--- config.mk ---
export PLATFORM = sky130hd
export DESIGN_NAME = alu_unit
export DESIGN_NICKNAME = d
export VERILOG_FILES = /design/src/rtl/alu_unit.sv
export SDC_FILE = /design/constraint.sdc
export NUM_CORES = 1
export LEC_CHECK = 0
export ABC_AREA = 1
export ABC_CLOCK_PERIOD_IN_PS = 800
export BUFFER_PORTS_ARGS = -buffer_cell sky130_fd_sc_hd__buf_2
export CORE_UTILIZATION = 55
export DETAILED_ROUTE_END_ITERATION = 10
export PLACE_DENSITY = 0.73
export RECOVER_POWER = 25
export SYNTH_ARGS = -nofsm -noshare
export SYNTH_HDL_FRONTEND = slang
export SYNTH_SLANG_ARGS = --single-unit
--- constraint.sdc ---
create_clock -name clk -period 0.8 [get_ports clk]
set_input_delay 0.04 -clock clk [delete_from_list [all_inputs] [get_ports clk]]
set_output_delay 0.04 -clock clk [all_outputs]
set_load 0.02 [all_outputs]
--- src/rtl/alu_unit.sv ---
`default_nettype none
// ============================================================================
// Module  : alu_unit
// Brief   : RV32I register-register ALU, one-cycle registered result.
// Revision: 1.0
// ============================================================================
module alu_unit #(
  parameter int XLEN = 32
) (
  input  logic            clk,
  input  logic            rst_n,
  input  logic [XLEN-1:0] aluin1,
  input  logic [XLEN-1:0] aluin2,
  input  logic [2:0]      funct3,
  input  logic            funct7,
  output logic [XLEN-1:0] aluout
);

  localparam int c_SHW = $clog2(XLEN);

  logic [c_SHW-1:0]       w_shamt;
  logic signed [XLEN-1:0] w_a_signed;
  logic signed [XLEN-1:0] w_b_signed;
  logic [XLEN-1:0]        w_result;
  logic [XLEN-1:0]        r_aluout;

  assign w_shamt    = aluin2[c_SHW-1:0];
  assign w_a_signed = aluin1;
  assign w_b_signed = aluin2;

  // Unknown select values fall to the zero default branches, so X never reaches the register.
  always_comb begin
    w_result = '0;
    case (funct3)
      3'b000: begin
        case (funct7)
          1'b0:    w_result = aluin1 + aluin2;
          1'b1:    w_result = aluin1 - aluin2;
          default: w_result = '0;
        endcase
      end
      3'b001:  w_result = aluin1 << w_shamt;
      3'b010:  w_result = {{(XLEN-1){1'b0}}, (w_a_signed < w_b_signed)};
      3'b011:  w_result = {{(XLEN-1){1'b0}}, (aluin1 < aluin2)};
      3'b100:  w_result = aluin1 ^ aluin2;
      3'b101: begin
        case (funct7)
          1'b0:    w_result = aluin1 >> w_shamt;
          1'b1:    w_result = w_a_signed >>> w_shamt;
          default: w_result = '0;
        endcase
      end
      3'b110:  w_result = aluin1 | aluin2;
      3'b111:  w_result = aluin1 & aluin2;
      default: w_result = '0;
    endcase
  end

  always_ff @(posedge clk or negedge rst_n) begin
    if (!rst_n) begin
      r_aluout <= '0;
    end else begin
      r_aluout <= w_result;
    end
  end

  assign aluout = r_aluout;

endmodule
`default_nettype wire

==> flow_summary.yaml, run 1 <==
place:
  dp_hpwl_um: 42900
  port_buffers: 101
  place.gp.congestion: 1.09
  post-place-ws_ns: -1.38
synthesis:
  synth_compound_area_share_pct: 15.8
  yosysWarnings: 0
  synth_mux_area_share_pct: 0.384
  ys_ff_latch: 32
  synth_edf_count: 0
  synth_top_family_by_area: "simple AND/OR/NAND/NOR gates"
  synthCells: 2029
  synth_top_area_share_pct: 26.4
  ys_seq_area_share_pct: 7.68
  ys.flop_type: "dfrtp_1"
  synth_top_cells_by_count: "735 x nand2_1, 274 x nand3_1, 258 x inv_1"
  async_flop_share_pct: 100
  yosys.area_share.simple_pct: 49.4
  yosys.area.top_type: "nand2_1"
  yosysMostFrequentCell: "nand2_1"
  synth_area_um2: 10400
  synthAdderAreaFrac_pct: 12.0
  synthXorXnorAreaFrac_pct: 0.336
  synth_fp_nets: 2198
  synthTopCellsByArea: "nand2_1 26%, nand3_1 13%, ha_1 12%, inv_1 9.3%, dfrtp_1 7.7%"
  synth.distinct_cells: 43
  avgSynthCellArea_um2: 5.14
grt:
  grt_overflow: 588
  grt_start_max_net_pins: 54
  track_usage_pct: 95.4
outcome:
  lastStage: "global routing"
  status: "did not finish"
  error: "[ERROR GRT-0232] Routing congestion too high. Check the congestion heatmap in the GUI."
clocking:
  cts_buffers: 5
  root_buffer: "clkbuf_16"
  cts_max_path_buffers: 2
  clkSinkCount: 32
  htreeDepth: 2
die:
  io_pins: 102
  start_util_pct: 56.0
  die_y_um: 140
  num_rows: 50
  die_width_um: 140
sta:
  endpoint_type: "sequential cell input"
  grt_repair_worst_endpoint: "aluout[30]$_DFF_PN0_/D"
## cells by family after synthesis
logic type / count (synthesis)
simple gates: 1229
buf+inv: 370
compound gates: 291
fa+ha+maj: 99
flops: 32
xor+xnor: 4
mux: 4
## routing by layer
metal	overflow	GRT usage, %
met5	11	70.4
met4	167	103
met3	29	83.2
met2	357	108
met1	24	91.9
## metrics by stage
step                std cells  area (µm²)  hold WS, ns
floorplan                2029       10700       -0.256
global placement         2682       14200       0.0153
detailed placement       2682       14200       0.0221
CTS                      2707       15800        0.179
## what timing repair did
action / 4_1_cts
cloned: 3
endpoints found under the hold margin: 32
hold buffers: 1
pin swaps: 67
setup buffers: 13
resized for setup: 391
setup endpoints to repair: 64
==> run 2, diff against run 1 <==
--- a/config.mk
+++ b/config.mk
@@ -8,9 +8,9 @@
 export ABC_AREA = 1
 export ABC_CLOCK_PERIOD_IN_PS = 800
 export BUFFER_PORTS_ARGS = -buffer_cell sky130_fd_sc_hd__buf_2
-export CORE_UTILIZATION = 55
+export CORE_UTILIZATION = 40
 export DETAILED_ROUTE_END_ITERATION = 10
-export PLACE_DENSITY = 0.73
+export PLACE_DENSITY_LB_ADDON = 0.15
 export RECOVER_POWER = 25
 export SYNTH_ARGS = -nofsm -noshare
 export SYNTH_HDL_FRONTEND = slang
==> flow_summary.yaml, run 2 <==
place:
  dp_hpwl_um: 47800
  place.gp.congestion: 1.05
  place_area_um2: 14700
  port_buffers: 101
synthesis:
  ys.flop_type: "dfrtp_1"
  async_flop_share_pct: 100
  synth.distinct_cells: 43
  yosysWarnings: 0
  synth_fp_nets: 2198
  synth_top_cells_by_count: "735 x nand2_1, 274 x nand3_1, 258 x inv_1"
  yosysMostFrequentCell: "nand2_1"
  synth_edf_count: 0
  synth_area_um2: 10400
  avgSynthCellArea_um2: 5.14
  synth_top_area_share_pct: 26.4
  yosys.area.top_type: "nand2_1"
  ys_seq_area_share_pct: 7.68
  synthTopCellsByArea: "nand2_1 26%, nand3_1 13%, ha_1 12%, inv_1 9.3%, dfrtp_1 7.7%"
  synthCells: 2029
  ys_ff_latch: 32
worst_setup_path:
  end_kind: "register"
  crit_type: "in -> reg"
  critPathMaxFanout: 7
  crit_required_ns: 1.00
  critPathArrivalTime_ns: 1.85
  critPathLaunchType: "primary input"
die:
  die_y_um: 163
  dieArea_um2: 26700
  io_pins: 102
  num_rows: 58
  core_region_area_um2: 25400
  die_width_um: 163
  start_util_pct: 41.1
grt:
  grt_start_max_net_pins: 43
  grt_pass1_vias: 15189
  track_usage_pct: 44.6
  antenna_found_initial: 1
  grt_overflow: 0
  grt_pass1_wl_um: 88600
sta:
  min_period_over_period_pct: 206
  slew_violations: 0
  layout_min_cycle_time_ns: 1.64
  finalWorstSetupSlack_ns: -0.844
  hold_viol_final: 0
  tightestPinTransition_ns: 0.520
  fin_tns_setup_ns: -26.05
  rsz0062_at_grt: "yes"
  setup_violations: 64
  timing.slew.headroom_pct: 65.3
  fmax_mhz: 608
cells_and_area:
  largest_reg_flops: 32
  multi_input_area_um2: 11000
  fin_nets: 2709
  syn_to_final_growth_pct: 77.6
  fill_cells: 2125
  stdcell_area_um2: 18500
  layout_commonest_cell: "nand2_1"
  final_cell_mix: "507 x nand2_1, 466 x buf_4, 189 x nand2_2"
  drive_gt1_share_pct: 50.5
  seqCellArea_um2: 802
routing:
  viasPerCell: 5.72
  wl_met3_um: 6010
  drc: 0
  drt-met1-wl_um: 24800
  drt_wl_total_um: 63400
  wire_per_inst_um: 22.1
  drt_iter0_drc: 1843
  met2WireLength_um: 28100
  num_vias: 16440
  top_layer_used: "met4"
  drt_first_pass_iters: 6
  ant_nets: 0
outcome:
  status: "finished, violations left"
  violations: "setup timing"
hold_path:
  whs_path_depth: 5
  min_path_type: "in -> reg"
  hold_path_end: "aluout[0]$_DFF_PN0_"
  min-delay-start: "funct3[1]"
clocking:
  cts_tree: "yes"
  htreeDepth: 2
  cts.reportedPaths.clkPinSlew_ns: 0.08
  cts_buffers: 5
  root_buffer: "clkbuf_16"
  clkSinkCount: 32
  cts_max_path_buffers: 2
job:
  drv_cap: 0
pwr:
  power.density_nw_per_um2: 988
  ir_drop_mv: 0.924
  p_leak_nw: 9.51
==> run 2: cell counts after synthesis <==
No cell type changed its count.
==> run 2: per-stage QoR <==
stage               setup WS (ns)  power [mW]  cells  utilization [%]  hold WS, ns
finish                     -0.844        18.3   2872             73.0        0.168
global route               -0.892        19.0   2871             72.9        0.200
CTS                        -0.780        16.0   2845             65.6        0.158
detailed placement          -1.48        11.9   2813             57.7       0.0262
global placement            -1.47        11.9   2813             57.7       0.0260
floorplan                  -0.903        7.04   2029                -       -0.256
==> run 2: worst max path at each step <==
| stage | slack [ns] | start | cells past startpoint | end |
|---|---|---|---|---|
| 3_5_place_dp | -1.48 | aluin1[20] | 16 | aluout[27]$_DFF_PN0_ |
| 5_1_grt | -0.89 | aluin1[7] | 17 | aluout[30]$_DFF_PN0_ |
| 3_3_place_gp | -1.47 | aluin1[20] | 16 | aluout[27]$_DFF_PN0_ |
| 4_1_cts | -0.78 | aluin1[0] | 17 | aluout[10]$_DFF_PN0_ |
| 6_report | -0.84 | aluin2[0] | 16 | aluout[6]$_DFF_PN0_ |
| 2_1_floorplan | -0.90 | aluin2[2] | 14 | aluout[12]$_DFF_PN0_ |
==> run 2: repair_timing <==
| item | in CTS | in global routing |
|---|---|---|
| setup endpoints to repair | 64 | 64 |
| hold endpoints to repair | 32 | 0 |
| setup buffers | 19 | 27 |
| resized for setup | 452 | 503 |
| pin swaps | 97 | 162 |
| hold buffers | 1 | 0 |
| gates cloned | 4 | 2 |
==> run 2: report_power, final <==
group	internal, mW	switching [mW]
Clock	1.65	1.02
Combinational	5.72	7.87
Sequential	1.84	0.202
==> run 2: layer usage <==
layer / vias up / GRT usage [%]
met5: - / 0
met4: 0 / 27.5
met3: 229 / 6.58
met2: 1031 / 70.7
met1: 7646 / 56.6
li1: 7534 / -
==> run 2: kinds of logic after synthesis <==
logic type	after synthesis	synth area share, %
and+or+nand+nor	1229	49.4
buffers and inverters	370	14.4
AOI/OAI and AO/OA	291	15.8
adders and majority gates	99	12.0
DFF	32	7.68
xor gates and xnor gates	4	0.336
muxes	4	0.384
==> run 2: final cells by class <==
type                    count  area share [%]
repair buffers            607            27.1
clock inverters             1           0.162
flip-flops and latches     32            4.33
clock buffers               7           0.824
inverters                 267            5.83
well taps                 330            2.23
diodes                      1          0.0135
multi-input cells        1627            59.5
==> run 2: worst max-delay path, cell delays in order <==
cell	delay, ns
buf_12	0.09
buf_12	0.17
inv_12	0.06
buf_12	0.14
nand2_4	0.06
nand3_2	0.08
buf_6	0.14
nand3_4	0.07
nand2_2	0.07
nand2_2	0.07
nand2_2	0.07
o211ai_1	0.34
buf_4	0.21
nand2_4	0.05
nand2_4	0.09
nand3_2	0.08
No activity file was read; power rests on OpenSTA's default activity.
==> run 3, diff against run 2 <==
--- a/config.mk
+++ b/config.mk
@@ -10,7 +10,7 @@
 export BUFFER_PORTS_ARGS = -buffer_cell sky130_fd_sc_hd__buf_2
 export CORE_UTILIZATION = 40
 export DETAILED_ROUTE_END_ITERATION = 10
-export PLACE_DENSITY_LB_ADDON = 0.15
+export PLACE_DENSITY = 0.56
 export RECOVER_POWER = 25
 export SYNTH_ARGS = -nofsm -noshare
 export SYNTH_HDL_FRONTEND = slang
==> flow_summary.yaml, run 3 (synthesis gave the netlist of run 2 again) <==
sta:
  hold_viol_final: 0
  rsz0062_at_grt: "yes"
  layout_min_cycle_time_ns: 1.62
  tightestPinTransition_ns: 0.540
  timing.slew.headroom_pct: 63.6
  whs_ns: 0.112
  slew_violations: 0
  min_period_over_period_pct: 203
  fmax_mhz: 617
  finalWorstSetupSlack_ns: -0.822
  setup_violations: 64
pwr:
  p_leak_nw: 9.67
  power.density_nw_per_um2: 954
  ir_drop_mv: 0.973
worst_setup_path:
  crit_type: "in -> reg"
  critPathLaunchType: "primary input"
  critPathArrivalTime_ns: 1.81
  critPathMaxFanout: 6
  end_kind: "register"
  crit_required_ns: 0.99
cells_and_area:
  layout_commonest_cell: "nand2_1"
  drive_gt1_share_pct: 52.2
  final_cell_mix: "510 x nand2_1, 500 x buf_4, 185 x nand2_2"
  seqCellArea_um2: 801
  fin_nets: 2737
  diodes: 0
  multi_input_area_um2: 11200
  fill_cells: 2162
  syn_to_final_growth_pct: 81.3
  largest_reg_flops: 32
hold_path:
  min_path_type: "in -> reg"
  min-delay-start: "funct3[0]"
  hold_path_end: "aluout[0]$_DFF_PN0_"
  whs_path_depth: 4
place:
  place.gp.congestion: 0.993
  dp_hpwl_um: 47300
  port_buffers: 101
  post-place-ws_ns: -1.41
die:
  die_y_um: 163
  die_width_um: 163
  dieArea_um2: 26700
  num_rows: 58
  io_pins: 102
  start_util_pct: 41.1
  core_region_area_um2: 25400
routing:
  num_vias: 16656
  ant_nets: 0
  drt_first_pass_iters: 6
  drt_wl_total_um: 62700
  drt_iter0_drc: 2039
  drc: 0
  wire_per_inst_um: 21.6
  viasPerCell: 5.75
outcome:
  status: "finished, violations left"
  violations: "setup timing"
clocking:
  root_buffer: "clkbuf_16"
  cts_tree: "yes"
  clkSinkCount: 32
  cts.reportedPaths.clkPinSlew_ns: 0.07
  cts_max_path_buffers: 2
  htreeDepth: 2
  cts_buffers: 5
grt:
  grt-busiest-layer: "met2"
  grt_start_max_net_pins: 49
  globalRouteMet1Util_pct: 58.7
  grt_pass1_vias: 15283
  grt_pass1_wl_um: 89400
  track_usage_pct: 45.1
  grt_overflow: 0
  use_met2_pct: 70.1
  grtUsageMet3_pct: 5.94
  antenna_found_initial: 0
job:
  drv_cap: 0
[run 3: cell types whose count changed in the layout (fill, tap and decap cells not counted), sizes merged]
cell	previous run	this run
diode	1	0
clkinvlp	0	1
clkinv	1	2
bufinv	1	0
clkbuf	9	7
buf	604	633
[run 3: final cells by class]
cell class,count,share of cell area (%)
multi-input combinational,1627,59.0
timing repair buffer,635,28.0
inverter,267,5.81
tap,330,2.18
clock inverter,2,0.0860
clock buffer,6,0.681
sequential,32,4.23
[run 3: how the worst max path moves through the flow]
| stage | slack, ns | start | to | cells after the start |
|---|---|---|---|---|
| global placement | -1.39 | aluin1[11] | aluout[28]$_DFF_PN0_ | 15 |
| CTS | -0.76 | aluin1[0] | aluout[10]$_DFF_PN0_ | 17 |
| detailed placement | -1.41 | aluin1[20] | aluout[27]$_DFF_PN0_ | 15 |
| finish | -0.82 | aluin1[3] | aluout[18]$_DFF_PN0_ | 10 |
| floorplan | -0.90 | aluin2[2] | aluout[12]$_DFF_PN0_ | 14 |
| global route | -0.93 | aluin1[3] | aluout[19]$_DFF_PN0_ | 17 |
[run 3: worst max-delay path, cell delays in order]
cell	delay (ns)
buf_4	0.11
inv_1	0.07
ha_4	0.31
buf_4	0.16
nor4_1	0.50
nand4_1	0.16
nand4_1	0.18
nand3_1	0.11
nand3_2	0.10
nand2_1	0.06
[run 3: timing repair]
item	4_1_cts	5_1_grt
hold buffers	1	0
endpoints found under the setup margin	64	64
buffers inserted	30	33
gates cloned	4	1
gates resized for setup	686	347
pin swaps	150	167
endpoints found under the hold margin	32	0
[run 3: per-layer routing]
metal | wire length, µm | vias to the layer above
met5 | 0 | -
met4 | 5030 | 0
met3 | 6420 | 271
met2 | 26700 | 1070
met1 | 24500 | 7701
li1 | - | 7614
[run 3: stage by stage]
step | power, mW | std cells | util [%] | TNS [ns] | area (µm²)
floorplan | 7.04 | 2029 | - | -25.72 | 10700
detailed placement | 12.0 | 2826 | 57.8 | -39.28 | 14700
finish | 18.0 | 2899 | 74.5 | -25.95 | 18900
global placement | 11.9 | 2826 | 57.8 | -39.25 | 14700
global route | 18.9 | 2899 | 74.5 | -28.20 | 18900
CTS | 16.3 | 2865 | 68.8 | -23.81 | 17500
[run 3: where the power goes]
part           internal (mW)  total, mW  switching [mW]
sequential              1.84       2.04           0.202
combinational           5.96       13.9            7.93
clock                   1.16       2.11           0.948
total                   8.97       18.0            9.08
==> run 4, diff against run 3 <==
--- a/config.mk
+++ b/config.mk
@@ -6,7 +6,7 @@
 export NUM_CORES = 1
 export LEC_CHECK = 0
 export ABC_AREA = 1
-export ABC_CLOCK_PERIOD_IN_PS = 800
+export ABC_CLOCK_PERIOD_IN_PS = 2000
 export BUFFER_PORTS_ARGS = -buffer_cell sky130_fd_sc_hd__buf_2
 export CORE_UTILIZATION = 40
 export DETAILED_ROUTE_END_ITERATION = 10
==> constraint.sdc (replaced) <==
create_clock -name clk -period 2 [get_ports clk]
set_input_delay 0.1 -clock clk [delete_from_list [all_inputs] [get_ports clk]]
set_output_delay 0.1 -clock clk [all_outputs]
set_load 0.02 [all_outputs]
==> flow_summary.yaml, run 4 (synthesis gave the netlist of run 2 again) <==
cells_and_area:
  drive_gt1_share_pct: 22.3
  syn_to_final_growth_pct: 35.4
  final_cell_mix: "728 x nand2_1, 347 x buf_4, 268 x nand3_1"
  fin_nets: 2564
  largest_reg_flops: 32
  fill_cells: 2755
  multi_input_area_um2: 8380
  seqCellArea_um2: 801
  diodes: 0
  stdcell_area_um2: 14100
  layout_commonest_cell: "nand2_1"
  finalNonFillerCells: 2726
worst_setup_path:
  cp_top_family: "simple AND/OR/NAND/NOR gates"
  critPathMaxFanout: 4
  crit_required_ns: 2.22
  worst_path_max_delay_cell: "xor2_1"
  critPathMaxStageDelay_ns: 0.42
  critPathArrivalTime_ns: 2.21
  crit_chain: "buf_2 > inv_2 > buf_4 > ha_1 > a21oi_1 > nand3_2 > nand2_1 > nand2_1 > nand2_1 > o21ai_0 > xor2_1 > nand2_1 > nand3_1"
  cp_common_cell: "nand2_1"
  critPathLaunchType: "primary input"
  path_buf_inv: 3
  crit_type: "in -> reg"
  end_kind: "register"
die:
  core_region_area_um2: 25400
  dieArea_um2: 26700
  die_y_um: 163
  die_width_um: 163
  num_rows: 58
  start_util_pct: 41.1
  io_pins: 102
outcome:
  status: "finished clean"
pwr:
  power.density_nw_per_um2: 397
  p_leak_nw: 8.02
  power_mw: 5.60
  ir_drop_mv: 0.322
sta:
  hold_viol_final: 0
  layout_min_cycle_time_ns: 1.99
  fin_tns_setup_ns: 0
  slew_violations: 0
  min_period_over_period_pct: 99.7
  finalWorstSetupSlack_ns: 0.00611
  fmax_mhz: 502
  setup_violations: 0
  timing.slew.headroom_pct: 13.6
  tightestPinTransition_ns: 1.30
  rsz0062_at_grt: "yes"
clocking:
  htreeDepth: 2
  cts_max_path_buffers: 2
  cts_buffers: 5
  cts.reportedPaths.clkPinSlew_ns: 0.06
  clkSinkCount: 32
  root_buffer: "clkbuf_16"
  cts_tree: "yes"
grt:
  track_usage_pct: 40.4
  grt_pass1_vias: 13544
  antenna_found_initial: 0
  grt_overflow: 0
  grt_start_max_net_pins: 63
  grt_pass1_wl_um: 80700
hold_path:
  min_path_type: "in -> reg"
  min-delay-start: "funct3[1]"
  hold_path_end: "aluout[25]$_DFF_PN0_"
  whs_path_depth: 4
routing:
  drt_first_pass_iters: 6
  drt_wl_total_um: 54200
  ant_nets: 0
  viasPerCell: 5.45
  drt_iter0_drc: 1560
  num_vias: 14858
  drc: 0
  wire_per_inst_um: 19.9
place:
  place.gp.congestion: 1.08
  placed_cells: 2717
  port_buffers: 101
  place_area_um2: 13700
  dp_hpwl_um: 44500
  post-place-ws_ns: -0.328
job:
  drv_cap: 0
-- run 4: changes by cell type in the layout (fill, tap and decap cells not counted), moves of 67 or more --
cell     before  now
nand2_1     510  728
nand2_2     185    8
buf_4       500  347
nand3_1     147  268
nand3_2     110    6
inv_1       184  257
buf_6        73    2
nor2_1       72  139
-- run 4: how the worst max path moves through the flow --
stage | cells past startpoint | from | endpoint
after CTS | 14 | aluin1[9] | aluout[11]$_DFF_PN0_
final | 13 | aluin2[3] | aluout[9]$_DFF_PN0_
after detailed placement | 13 | aluin1[4] | aluout[9]$_DFF_PN0_
after floorplan | 14 | aluin2[4] | aluout[12]$_DFF_PN0_
after global placement | 13 | aluin1[4] | aluout[9]$_DFF_PN0_
after global routing | 17 | aluin2[0] | aluout[10]$_DFF_PN0_
-- run 4: final cells by class --
cell class	count	share of cell area, %
sequential	32	5.67
inverter	267	7.13
tap	330	2.92
clock buffer	6	0.913
multi-input combinational	1627	59.4
timing repair buffer	462	23.8
clock inverter	2	0.248
-- run 4: where the power goes --
part           switching, mW  internal [mW]
clock                  0.329          0.587
sequential            0.0528          0.734
combinational           2.41           1.49
total                   2.79           2.81
-- run 4: stage by stage --
step	hold WS (ns)	utilization [%]
after CTS	0.233	54.7
after global routing	0.264	55.6
after detailed placement	0.0974	54.0
after global placement	0.0934	54.0
after floorplan	-0.196	-
final	0.247	55.6
-- run 4: what timing repair did --
action                                  in CTS  in global routing
pin swaps                                    0                  1
hold endpoints to repair                    15                  0
hold buffers                                 1                  0
buffers inserted                             0                  0
endpoints found under the setup margin       3                 25
resized for setup                            2                 60
-- run 4: layer usage --
metal	routed length [µm]	GRT usage [%]	part of all wire (%)
met2	23500	64.0	43
met1	22700	53.4	42
met4	2910	18.4	5.4
met3	5120	6.35	9.5
met5	0	0	0
